==> src/rtl/wb_pkg.sv <==
// Shared types and constants for the write-back stage.
//   DATA_W / ADDR_W / NUM_REGS : GPR file geometry (8 x 16-bit)
//   wb_entry_t                 : one queued result (destination + data)
//   wb_src_e                   : which source FIFO the arbiter selected
//   dest_onehot()              : register index -> one-hot register mask
package wb_pkg;

    localparam int DATA_W   = 16;
    localparam int ADDR_W   = 3;
    localparam int NUM_REGS = 8;

    typedef struct packed {
        logic [ADDR_W-1:0] dest;
        logic [DATA_W-1:0] data;
    } wb_entry_t;

    typedef enum logic {
        SRC_ALU = 1'b0,
        SRC_MEM = 1'b1
    } wb_src_e;

    function automatic logic [NUM_REGS-1:0] dest_onehot(input logic [ADDR_W-1:0] d);
        return NUM_REGS'(1) << d;
    endfunction

endpackage

==> src/rtl/wb_fifo.sv <==
// Small synchronous FIFO of wb_entry_t used once per result source.
// Ports:
//   clk, rst     : clock, synchronous active-high reset (empties the FIFO)
//   push         : write wr_entry this edge (ignored when full)
//   pop          : drop the head entry this edge (ignored when empty)
//   wr_entry     : entry to write
//   full, empty  : occupancy flags, registered state only
//   head         : oldest entry (valid when !empty)
//   entry_valid  : per-slot occupancy vector
//   entry_dest   : per-slot destination field (meaningful where entry_valid is set)
module wb_fifo
    import wb_pkg::*;
#(
    parameter int DEPTH = 2
) (
    input  logic                           clk,
    input  logic                           rst,
    input  logic                           push,
    input  logic                           pop,
    input  wb_entry_t                      wr_entry,
    output logic                           full,
    output logic                           empty,
    output wb_entry_t                      head,
    output logic [DEPTH-1:0]               entry_valid,
    output logic [DEPTH-1:0][ADDR_W-1:0]   entry_dest
);

    localparam int PTR_W = (DEPTH > 1) ? $clog2(DEPTH) : 1;
    localparam int CNT_W = $clog2(DEPTH) + 1;

    wb_entry_t          slots [DEPTH];
    logic [PTR_W-1:0]   rd_ptr;
    logic [PTR_W-1:0]   wr_ptr;
    logic [CNT_W-1:0]   count;
    logic               do_push;
    logic               do_pop;

    // A full FIFO refuses a push even while it pops in the same cycle:
    // the full flag alone gates acceptance, there is no pass-through.
    assign do_push = push && !full;
    assign do_pop  = pop && !empty;

    assign full  = (count == CNT_W'(DEPTH));
    assign empty = (count == '0);
    assign head  = slots[rd_ptr];

    // Pointers wrap naturally because DEPTH is a power of two.
    always_ff @(posedge clk) begin
        if (rst) begin
            rd_ptr <= '0;
            wr_ptr <= '0;
            count  <= '0;
        end else begin
            if (do_push) wr_ptr <= wr_ptr + PTR_W'(1);
            if (do_pop)  rd_ptr <= rd_ptr + PTR_W'(1);
            case ({do_push, do_pop})
                2'b10:   count <= count + CNT_W'(1);
                2'b01:   count <= count - CNT_W'(1);
                default: count <= count;
            endcase
        end
    end

    // Storage carries no reset; occupancy is tracked by count alone.
    always_ff @(posedge clk) begin
        if (do_push) slots[wr_ptr] <= wr_entry;
    end

    // Slot i is occupied when its distance from rd_ptr is below count.
    always_comb begin
        logic [PTR_W-1:0] off;
        off         = '0;
        entry_valid = '0;
        entry_dest  = '0;
        for (int i = 0; i < DEPTH; i++) begin
            off            = PTR_W'(i) - rd_ptr;
            entry_valid[i] = (CNT_W'(off) < count);
            entry_dest[i]  = slots[i].dest;
        end
    end

endmodule

==> src/rtl/wb_stage.sv <==
// Write-back stage: buffers ALU and load results, arbitrates one result per
// cycle onto the registered GPR write port, and reports pending destinations.
// Ports:
//   clk, rst                     : clock, synchronous active-high reset
//   alu_valid/alu_ready          : ALU result handshake, alu_dest/alu_data payload
//   mem_valid/mem_ready          : load result handshake, mem_dest/mem_data payload
//   reg_write/_dest/_data        : registered GPR write port
//   busy_mask                    : bit i set while a write to reg i is queued or on the port
//
// Handshake: a result transfers at a rising edge where valid && ready. ready is
// a function of the FIFO full flag only; while valid is high and ready is low
// the producer holds dest/data stable.
module wb_stage
    import wb_pkg::*;
#(
    parameter int DEPTH      = 2,
    parameter int STARVE_LIM = 3
) (
    input  logic                 clk,
    input  logic                 rst,
    input  logic                 alu_valid,
    output logic                 alu_ready,
    input  logic [ADDR_W-1:0]    alu_dest,
    input  logic [DATA_W-1:0]    alu_data,
    input  logic                 mem_valid,
    output logic                 mem_ready,
    input  logic [ADDR_W-1:0]    mem_dest,
    input  logic [DATA_W-1:0]    mem_data,
    output logic                 reg_write,
    output logic [ADDR_W-1:0]    reg_write_dest,
    output logic [DATA_W-1:0]    reg_write_data,
    output logic [NUM_REGS-1:0]  busy_mask
);

    localparam int SCNT_W = $clog2(STARVE_LIM + 1);

    logic                          alu_full, alu_empty, mem_full, mem_empty;
    logic                          alu_push, mem_push, alu_pop, mem_pop;
    wb_entry_t                     alu_head, mem_head, alu_in, mem_in, pop_entry;
    logic [DEPTH-1:0]              alu_ev, mem_ev;
    logic [DEPTH-1:0][ADDR_W-1:0]  alu_ed, mem_ed;
    wb_src_e                       sel;
    logic [SCNT_W-1:0]             starve_cnt;
    logic [SCNT_W-1:0]             starve_nxt;

    assign alu_ready = !alu_full;
    assign mem_ready = !mem_full;
    assign alu_push  = alu_valid && alu_ready;
    assign mem_push  = mem_valid && mem_ready;
    assign alu_in    = '{dest: alu_dest, data: alu_data};
    assign mem_in    = '{dest: mem_dest, data: mem_data};

    wb_fifo #(.DEPTH(DEPTH)) u_alu_fifo (
        .clk         (clk),
        .rst         (rst),
        .push        (alu_push),
        .pop         (alu_pop),
        .wr_entry    (alu_in),
        .full        (alu_full),
        .empty       (alu_empty),
        .head        (alu_head),
        .entry_valid (alu_ev),
        .entry_dest  (alu_ed)
    );

    wb_fifo #(.DEPTH(DEPTH)) u_mem_fifo (
        .clk         (clk),
        .rst         (rst),
        .push        (mem_push),
        .pop         (mem_pop),
        .wr_entry    (mem_in),
        .full        (mem_full),
        .empty       (mem_empty),
        .head        (mem_head),
        .entry_valid (mem_ev),
        .entry_dest  (mem_ed)
    );

    // Loads normally win; ALU wins when it is the only source or has lost
    // STARVE_LIM times in a row.
    always_comb begin
        sel     = SRC_MEM;
        alu_pop = 1'b0;
        mem_pop = 1'b0;
        if (!alu_empty && (mem_empty || starve_cnt == SCNT_W'(STARVE_LIM))) begin
            sel     = SRC_ALU;
            alu_pop = 1'b1;
        end else if (!mem_empty) begin
            mem_pop = 1'b1;
        end
        pop_entry = (sel == SRC_ALU) ? alu_head : mem_head;
    end

    // A non-empty ALU FIFO that does not pop has necessarily lost to MEM.
    always_comb begin
        starve_nxt = starve_cnt;
        if (alu_empty || alu_pop) begin
            starve_nxt = '0;
        end else if (starve_cnt != SCNT_W'(STARVE_LIM)) begin
            starve_nxt = starve_cnt + SCNT_W'(1);
        end
    end

    always_ff @(posedge clk) begin
        if (rst) begin
            starve_cnt     <= '0;
            reg_write      <= 1'b0;
            reg_write_dest <= '0;
            reg_write_data <= '0;
        end else begin
            starve_cnt <= starve_nxt;
            reg_write  <= alu_pop || mem_pop;
            if (alu_pop || mem_pop) begin
                reg_write_dest <= pop_entry.dest;
                reg_write_data <= pop_entry.data;
            end
        end
    end

    // Built only from registered FIFO/output state, never from input ports.
    always_comb begin
        busy_mask = reg_write ? dest_onehot(reg_write_dest) : '0;
        for (int i = 0; i < DEPTH; i++) begin
            if (alu_ev[i]) busy_mask = busy_mask | dest_onehot(alu_ed[i]);
            if (mem_ev[i]) busy_mask = busy_mask | dest_onehot(mem_ed[i]);
        end
    end

endmodule
==> config.mk <==
export PLATFORM = sky130hd
export DESIGN_NAME = wb_stage
export DESIGN_NICKNAME = d
export VERILOG_FILES = /design/src/rtl/wb_pkg.sv /design/src/rtl/wb_fifo.sv /design/src/rtl/wb_stage.sv
export SDC_FILE = /design/constraint.sdc
export NUM_CORES = 1
export LEC_CHECK = 0
export ABC_AREA = 1
export BUFFER_PORTS_ARGS = -buffer_cell sky130_fd_sc_hd__buf_2
export CAP_MARGIN = 40
export CORE_ASPECT_RATIO = 1.75
export CORE_MARGIN = 2
export CORE_UTILIZATION = 50
export DETAILED_ROUTE_END_ITERATION = 8
export GPL_TIMING_DRIVEN = 1
export PLACE_DENSITY = 0.72
export SETUP_SLACK_MARGIN = 0.02
export SYNTH_ARGS = -nofsm -noshare
export SYNTH_HDL_FRONTEND = slang
export SYNTH_SLANG_ARGS = --single-unit
==> constraint.sdc <==
create_clock -name clk -period 3.5 [get_ports clk]
set_input_delay 0.175 -clock clk [delete_from_list [all_inputs] [get_ports clk]]
set_output_delay 0.175 -clock clk [all_outputs]
set_load 0.01 [all_outputs]
Word-level counts from Yosys, hierarchy flattened
Memories as Yosys holds them, arrays and structs flattened. A register that Yosys moved wholly into a read port is not among the register bits.
Index checks and enable logic that the tools add are counted.
- bits in registers: 30
- output and inout port bits: 30
- logic and storage cells: 84
- RAM bits: 76
- memories kept: 2
- input port bits: 42
- memory list (memory ; depth ; bits a word ; rd ports ; clocked after memory_dff ; write ports ; line ; text):
    u_alu_fifo.slots ; 2 ; 19 ; 3 ; 1 ; 1 ; wb_fifo.sv:31 ; wb_entry_t slots [DEPTH];
    u_mem_fifo.slots ; 2 ; 19 ; 3 ; 1 ; 1 ; wb_fifo.sv:31 ;
- add/subtract/negate cells: 13
- muxes and demuxes: 19
- reductions and logical operators: 19
- shift operators: 5
- equal/unequal tests: 8
- bitwise operators: 4
- $lt $le $gt $ge: 4
- operator list (cell ; number):
    8-bit two-way mux ; 5
    1-bit by 3-bit << shifter with 8-bit output, first input constant ; 5
    8-bit bitwise OR ; 4
    19-bit two-way mux ; 1
    1-bit two-way mux ; 11
    2-bit equality test, second input constant ; 5
    1-bit by 2-bit less-than comparator with 1-bit output ; 4
    2-bit one-hot mux with 2 select lines ; 2
    1-bit logical AND ; 7
    2-bit by 1-bit adder with 2-bit output, second input constant ; 3
    1-bit adder, second input constant ; 4
    2-bit by 1-bit equality test with 1-bit output, second input constant ; 2
    1-bit logical NOT ; 4
    2-bit logical NOT ; 2
    2-bit nonzero test ; 2
    1-bit subtractor, first input constant ; 4
    2-bit by 1-bit subtractor with 2-bit output, second input constant ; 2
    1-bit logical OR ; 3
    2-bit inequality test, second input constant ; 1
    2-bit OR reduction ; 1

Logic depth before layout (Yosys ltp)
- word-level depth: 10
- mapped depth: 12

Hierarchy
A second synthesis with hierarchy kept.
- cells, all modules: 503
- area, all modules: 5088.6 µm²
- by module, submodules not included (module ; instances ; area an instance (µm²) ; sequential area each (µm²) ; cells each):
    wb_fifo ; 2 ; 1747.9 ; 1241.2 ; 109
    wb_stage ; 1 ; 1592.8 ; 440.4 ; 285

Worst setup path before layout
No wires, ideal clock.
- path kind: flip-flop to flip-flop
- from: register u_alu_fifo.count[0]
- to: memory u_alu_fifo.slots[1][0] (netlist name), enable pin
- data required time: 3.104 ns
- data arrival time: 1.623 ns
- cell stages (with the launch flop): 5
- path slack: 1.481 ns
- buffers on the path: 0
- period minus slack after synthesis: 2.019 ns
- cell sequence: dfxtp_1 -> inv_1 -> nand2_1 -> nand2_1 -> nor2_1
- longest elaborated chain between the ends: 6
- ends and longest elaborated chain (item ; line ; text):
    from (decl) ; wb_fifo.sv:34 ; logic [CNT_W-1:0] count;
    from (signal assigned) ; wb_fifo.sv:57 ; 2'b10: count <= count + CNT_W'(1);
    from (signal assigned) ; wb_fifo.sv:58 ; 2'b01: count <= count - CNT_W'(1);
    from (signal assigned) ; wb_fifo.sv:59 ; default: count <= count;
    2-bit equality test (*) ; wb_fifo.sv:43 ; assign full = (count == CNT_W'(DEPTH));
    1-bit logical NOT (*) ; wb_stage.sv:46 ; assign alu_ready = !alu_full;
    named net alu_ready ; wb_stage.sv:22 ; output logic alu_ready,
    1-bit logical AND ; wb_stage.sv:48 ; assign alu_push = alu_valid && alu_ready;
    1-bit logical AND (*) ; wb_fifo.sv:40 ; assign do_push = push && !full;
    1-bit two-way mux (*) ; wb_fifo.sv:66 ; if (do_push) slots[wr_ptr] <= wr_entry;
    1-bit two-way mux (implied by the code) (*) ; wb_fifo.sv:66 ;
    to (decl) ; wb_fifo.sv:31 ;
The timed path passes the listed nets; every way through them passes the cells marked *.

Worst setup path after layout
- from: register starve_cnt[0]
- to: register u_alu_fifo.count[1]
- longest elaborated chain between the ends: 7
- elaborated cells between the ends (all ways): 9
- those cells by class: 3 x eq/ne; 2 x mux; 4 x reduce/logical
- ends and longest elaborated chain (item ; line ; text):
    from (decl) ; wb_stage.sv:43 ; logic [SCNT_W-1:0] starve_cnt;
    from (signal assigned) ; wb_stage.sv:111 ; starve_cnt <= starve_nxt;
    2-bit equality test (*) ; wb_stage.sv:85 ; if (!alu_empty && (mem_empty || starve_cnt == SCNT_W'(STARVE_LIM))) begin
    1-bit logical OR (*) ; wb_stage.sv:85 ;
    1-bit logical AND (*) ; wb_stage.sv:85 ;
    1-bit two-way mux (*) ; wb_stage.sv:85 ;
    1-bit logical AND (*) ; wb_fifo.sv:41 ; assign do_pop = pop && !empty;
    named net u_alu_fifo.do_pop ; wb_fifo.sv:36 ; logic do_pop;
    2-bit by 1-bit equality test with 1-bit output or 2-bit equality test (tied branches) ; wb_fifo.sv:56 ; case ({do_push, do_pop})
    2-bit one-hot mux with 2 select lines or 2-bit nonzero test (tied branches) ; n/a ;
Marks and branches as above.
A chain may end at the register's enable or synchronous reset.

==> results_dict.tcl <==
set metrics [dict create \
    fp.dieW_um 77.1 \
    vias_per_cell 5.26 \
    path_class "reg -> reg" \
    wire_per_inst_um 15.6 \
    min-delay-start "mem_dest[1]" \
    reg2regPathDepth 11 \
    synth_enable_flop_cells 76 \
    fmax_ghz 0.476 \
    ioPinCount 72 \
    grt_use_total 0.222 \
    startpoint_type "flip-flop" \
    seqCellArea_sq_um 2920 \
    drv_cap 0 \
    grtUsageMet2 0.403 \
    cts_setup_buffers 0 \
    drt_iter0_drc 195 \
    drive_gt1_frac 0.178 \
    final_hold_viol_count 0 \
    skew_ns 0.0107 \
    leakage_nw 2.39 \
    min_path_cells 1 \
    end_kind "flip-flop" \
    row_count 46 \
    yosysTopAreaCell "edfxtp_1" \
    p_int_w 0.00257 \
    min_period_over_period 0.600 \
    synthSimpleGateAreaFrac 0.256 \
    synth_common_cells "nand2_1, edfxtp_1, inv_1, nand3_1, nor2_1" \
    period_needed_ns 2.10 \
    tightest_slew_ns 0.724 \
    r2r_slack_ns 1.40 \
    io_buffers 71 \
    synth_xor_xnor_area_share 0 \
    multi_input_area_sq_um 1450 \
    path_clk_slew_ns 0.08 \
    wirelength_um 10800 \
    cts_buffers 9 \
    first_pass_iters 4 \
    synthFlopType "edfxtp_1" \
    fin_tns_setup_ns 0 \
    use_met1 0.217 \
    final_antenna_net_count 0 \
    busiest_layer "met2" \
    reg2reg_from "starve_cnt[0]" \
    area_delta_synth_final_pct 16.9 \
    synthArstFlopShare 0 \
    grt_pass1_wl_um 16900 \
    hpwl_um 8110 \
    antenna_found_initial 0 \
    synth_top_family_by_area "simple AND/OR/NAND/NOR gates" \
    setup_violations 0 \
    rsz0062_at_grt "no" \
    synth_area_leaders "edfxtp_1, dfxtp_1, nand2_1" \
    num_vias 3643 \
    pwr-share-clk 0.232 \
    crit_fanout 22 \
    yosysUniqueCellTypes 25 \
    core_area_sq_um 9090 \
    worstSkewPairLatency_ns 0.35 \
    switching_share 0.379 \
    gp_routability_congestion 0.846 \
    hold_class "in -> reg" \
    synth-seq-area-share 0.626 \
    synth_compound_area_frac 0.0464 \
    required_ns 3.75 \
    n_antenna_cell 0 \
    layoutNonFillerInstCount 693 \
    r2r-end "u_alu_fifo.count[1]" \
    synth-adder-area-share 0.00804 \
    synth_area_sq_um 4670 \
    drv_slew 0 \
    h-tree-depth 3 \
    die_h_um 132 \
    seq_power_share 0.442 \
    design_area_sq_um 5460 \
    grt-ovfl-total 0 \
    crit_arrival_ns 2.36 \
    clock_path_buffers 2 \
    tritoncts "done" \
    status "finished clean" \
    syn_nets 536 \
    dpl_cell_area_sq_um 5140 \
    synthMuxAreaShare 0 \
    use_met3 0.0452 \
    drc_errors 0 \
    dp_cells 674 \
    grt_pass1_vias 3695 \
    p_per_area_nw_per_um2 759 \
    avgSynthCellArea_sq_um 9.51 \
    start_util 0.513 \
    p_switching_w 0.00157 \
    dieArea_sq_um 10200 \
    nFillCells 802 \
    cts_sinks 108 \
    fin_nets 613 \
    grt_start_max_net_pins 31 \
    yosysMostFrequentCell "nand2_1" \
    synthCells 491 \
    ys_ff_latch 108 \
    yosysTopAreaCellShare 0.489 \
    slew_headroom 0.517 \
    cts_root_buf "clkbuf_16" \
    holdBufCountCts 2 \
    hold_ws_ns 0.0113 \
    comb_power_share 0.326 \
    hold_end "u_mem_fifo.slots[1][17]" \
    cts_resized 0 \
    max-vdd-ir-drop_mv 0.461 \
    ys_warn_count 0 \
]
metrics by stage:
stage | total power [W] | utilization | setup slack (ns)
finish | 0.00414 | 0.600 | 1.40
global route | 0.00441 | 0.600 | 1.22
CTS | 0.00417 | 0.599 | 1.42
detailed placement | 0.00321 | 0.566 | 1.42
global placement | 0.00314 | 0.563 | 1.49
floorplan | 0.00277 | - | 1.48
cells in the final DEF (no fill, tap or decap), types with 3 or more instances in the layout:
cell type      instances
nand3_1               39
nand2_4                3
ha_1                   3
o21ai_0               25
a21oi_1               10
nand4_1               31
nor2_1                33
dfxtp_1               32
nor3_1                 5
nand2_1              157
clkbuf_16              9
buf_2                 71
clkinvlp_4             3
edfxtp_1              76
dlygate4sd3_1          3
inv_1                 52
buf_4                  4
critical path, stage by stage, from the launching register on:
cell      delay, ns
dfxtp_1        0.32
ha_1           0.20
inv_1          0.12
nand2_4        0.16
nand2_4        0.23
inv_1          0.12
ha_1           0.34
o21bai_1       0.16
a21oi_1        0.16
nand2_1        0.07
nand2_1        0.07
nor2_1         0.04
logic make-up (layout without fill, tap and decap cells):
| group | Yosys count | count (layout) |
|---|---|---|
| simple gates | 272 | 272 |
| flops | 108 | 108 |
| buf+inv | 68 | 150 |
| compound gates | 40 | 40 |
| fa+ha+maj | 3 | 3 |
metal layers:
layer	vias to the layer above	routed length (um)
met2	124	5800
met3	42	452
met1	1670	3770
li1	1807	-
met5	-	0
met4	0	779
area by class of cell:
| type | instances | area share |
|---|---|---|
| tap | 120 | 0.0275 |
| timing repair buffer | 79 | 0.0811 |
| clock buffer | 9 | 0.0412 |
| multi-input combinational | 315 | 0.266 |
| sequential | 108 | 0.535 |
| clock inverter | 7 | 0.0110 |
| inverter | 55 | 0.0383 |
power groups by stage:
stage	Combinational, W	Clock, W	Sequential, W
6_report	0.00135	0.000959	0.00183
5_1_grt	0.00152	0.00102	0.00186
4_1_cts	0.00136	0.000978	0.00183
3_5_place_dp	0.00135	0	0.00185
3_3_place_gp	0.00127	0	0.00187
2_1_floorplan	0.000950	0	0.00182
how the worst max path moves through the flow:
stage / startpoint / end / slack [ns] / depth (start not counted)
3_5_place_dp: starve_cnt[0] / u_alu_fifo.count[1] / 1.42 / 11
5_1_grt: starve_cnt[0] / u_mem_fifo.count[1] / 1.22 / 12
2_1_floorplan: u_alu_fifo.count[0] / u_alu_fifo.slots[1][0] / 1.48 / 4
6_report: starve_cnt[0] / u_alu_fifo.count[1] / 1.40 / 11
4_1_cts: starve_cnt[0] / u_alu_fifo.count[1] / 1.42 / 11
3_3_place_gp: starve_cnt[0] / u_alu_fifo.count[1] / 1.49 / 11
registers in the layout, summed over array words and instances, names as in the netlist, named ones only:
| signal | flops |
|---|---|
| reg_write_dest | 3 |
| u_mem_fifo.rd_ptr | 1 |
| u_alu_fifo.count | 2 |
| u_alu_fifo.slots | 38 |
| u_mem_fifo.count | 2 |
| reg_write | 1 |
| u_mem_fifo.wr_ptr | 1 |
| u_alu_fifo.wr_ptr | 1 |
| u_alu_fifo.rd_ptr | 1 |
| starve_cnt | 2 |
| reg_write_data | 16 |
| u_mem_fifo.slots | 38 |
No activity file was read; power rests on OpenSTA's default activity.
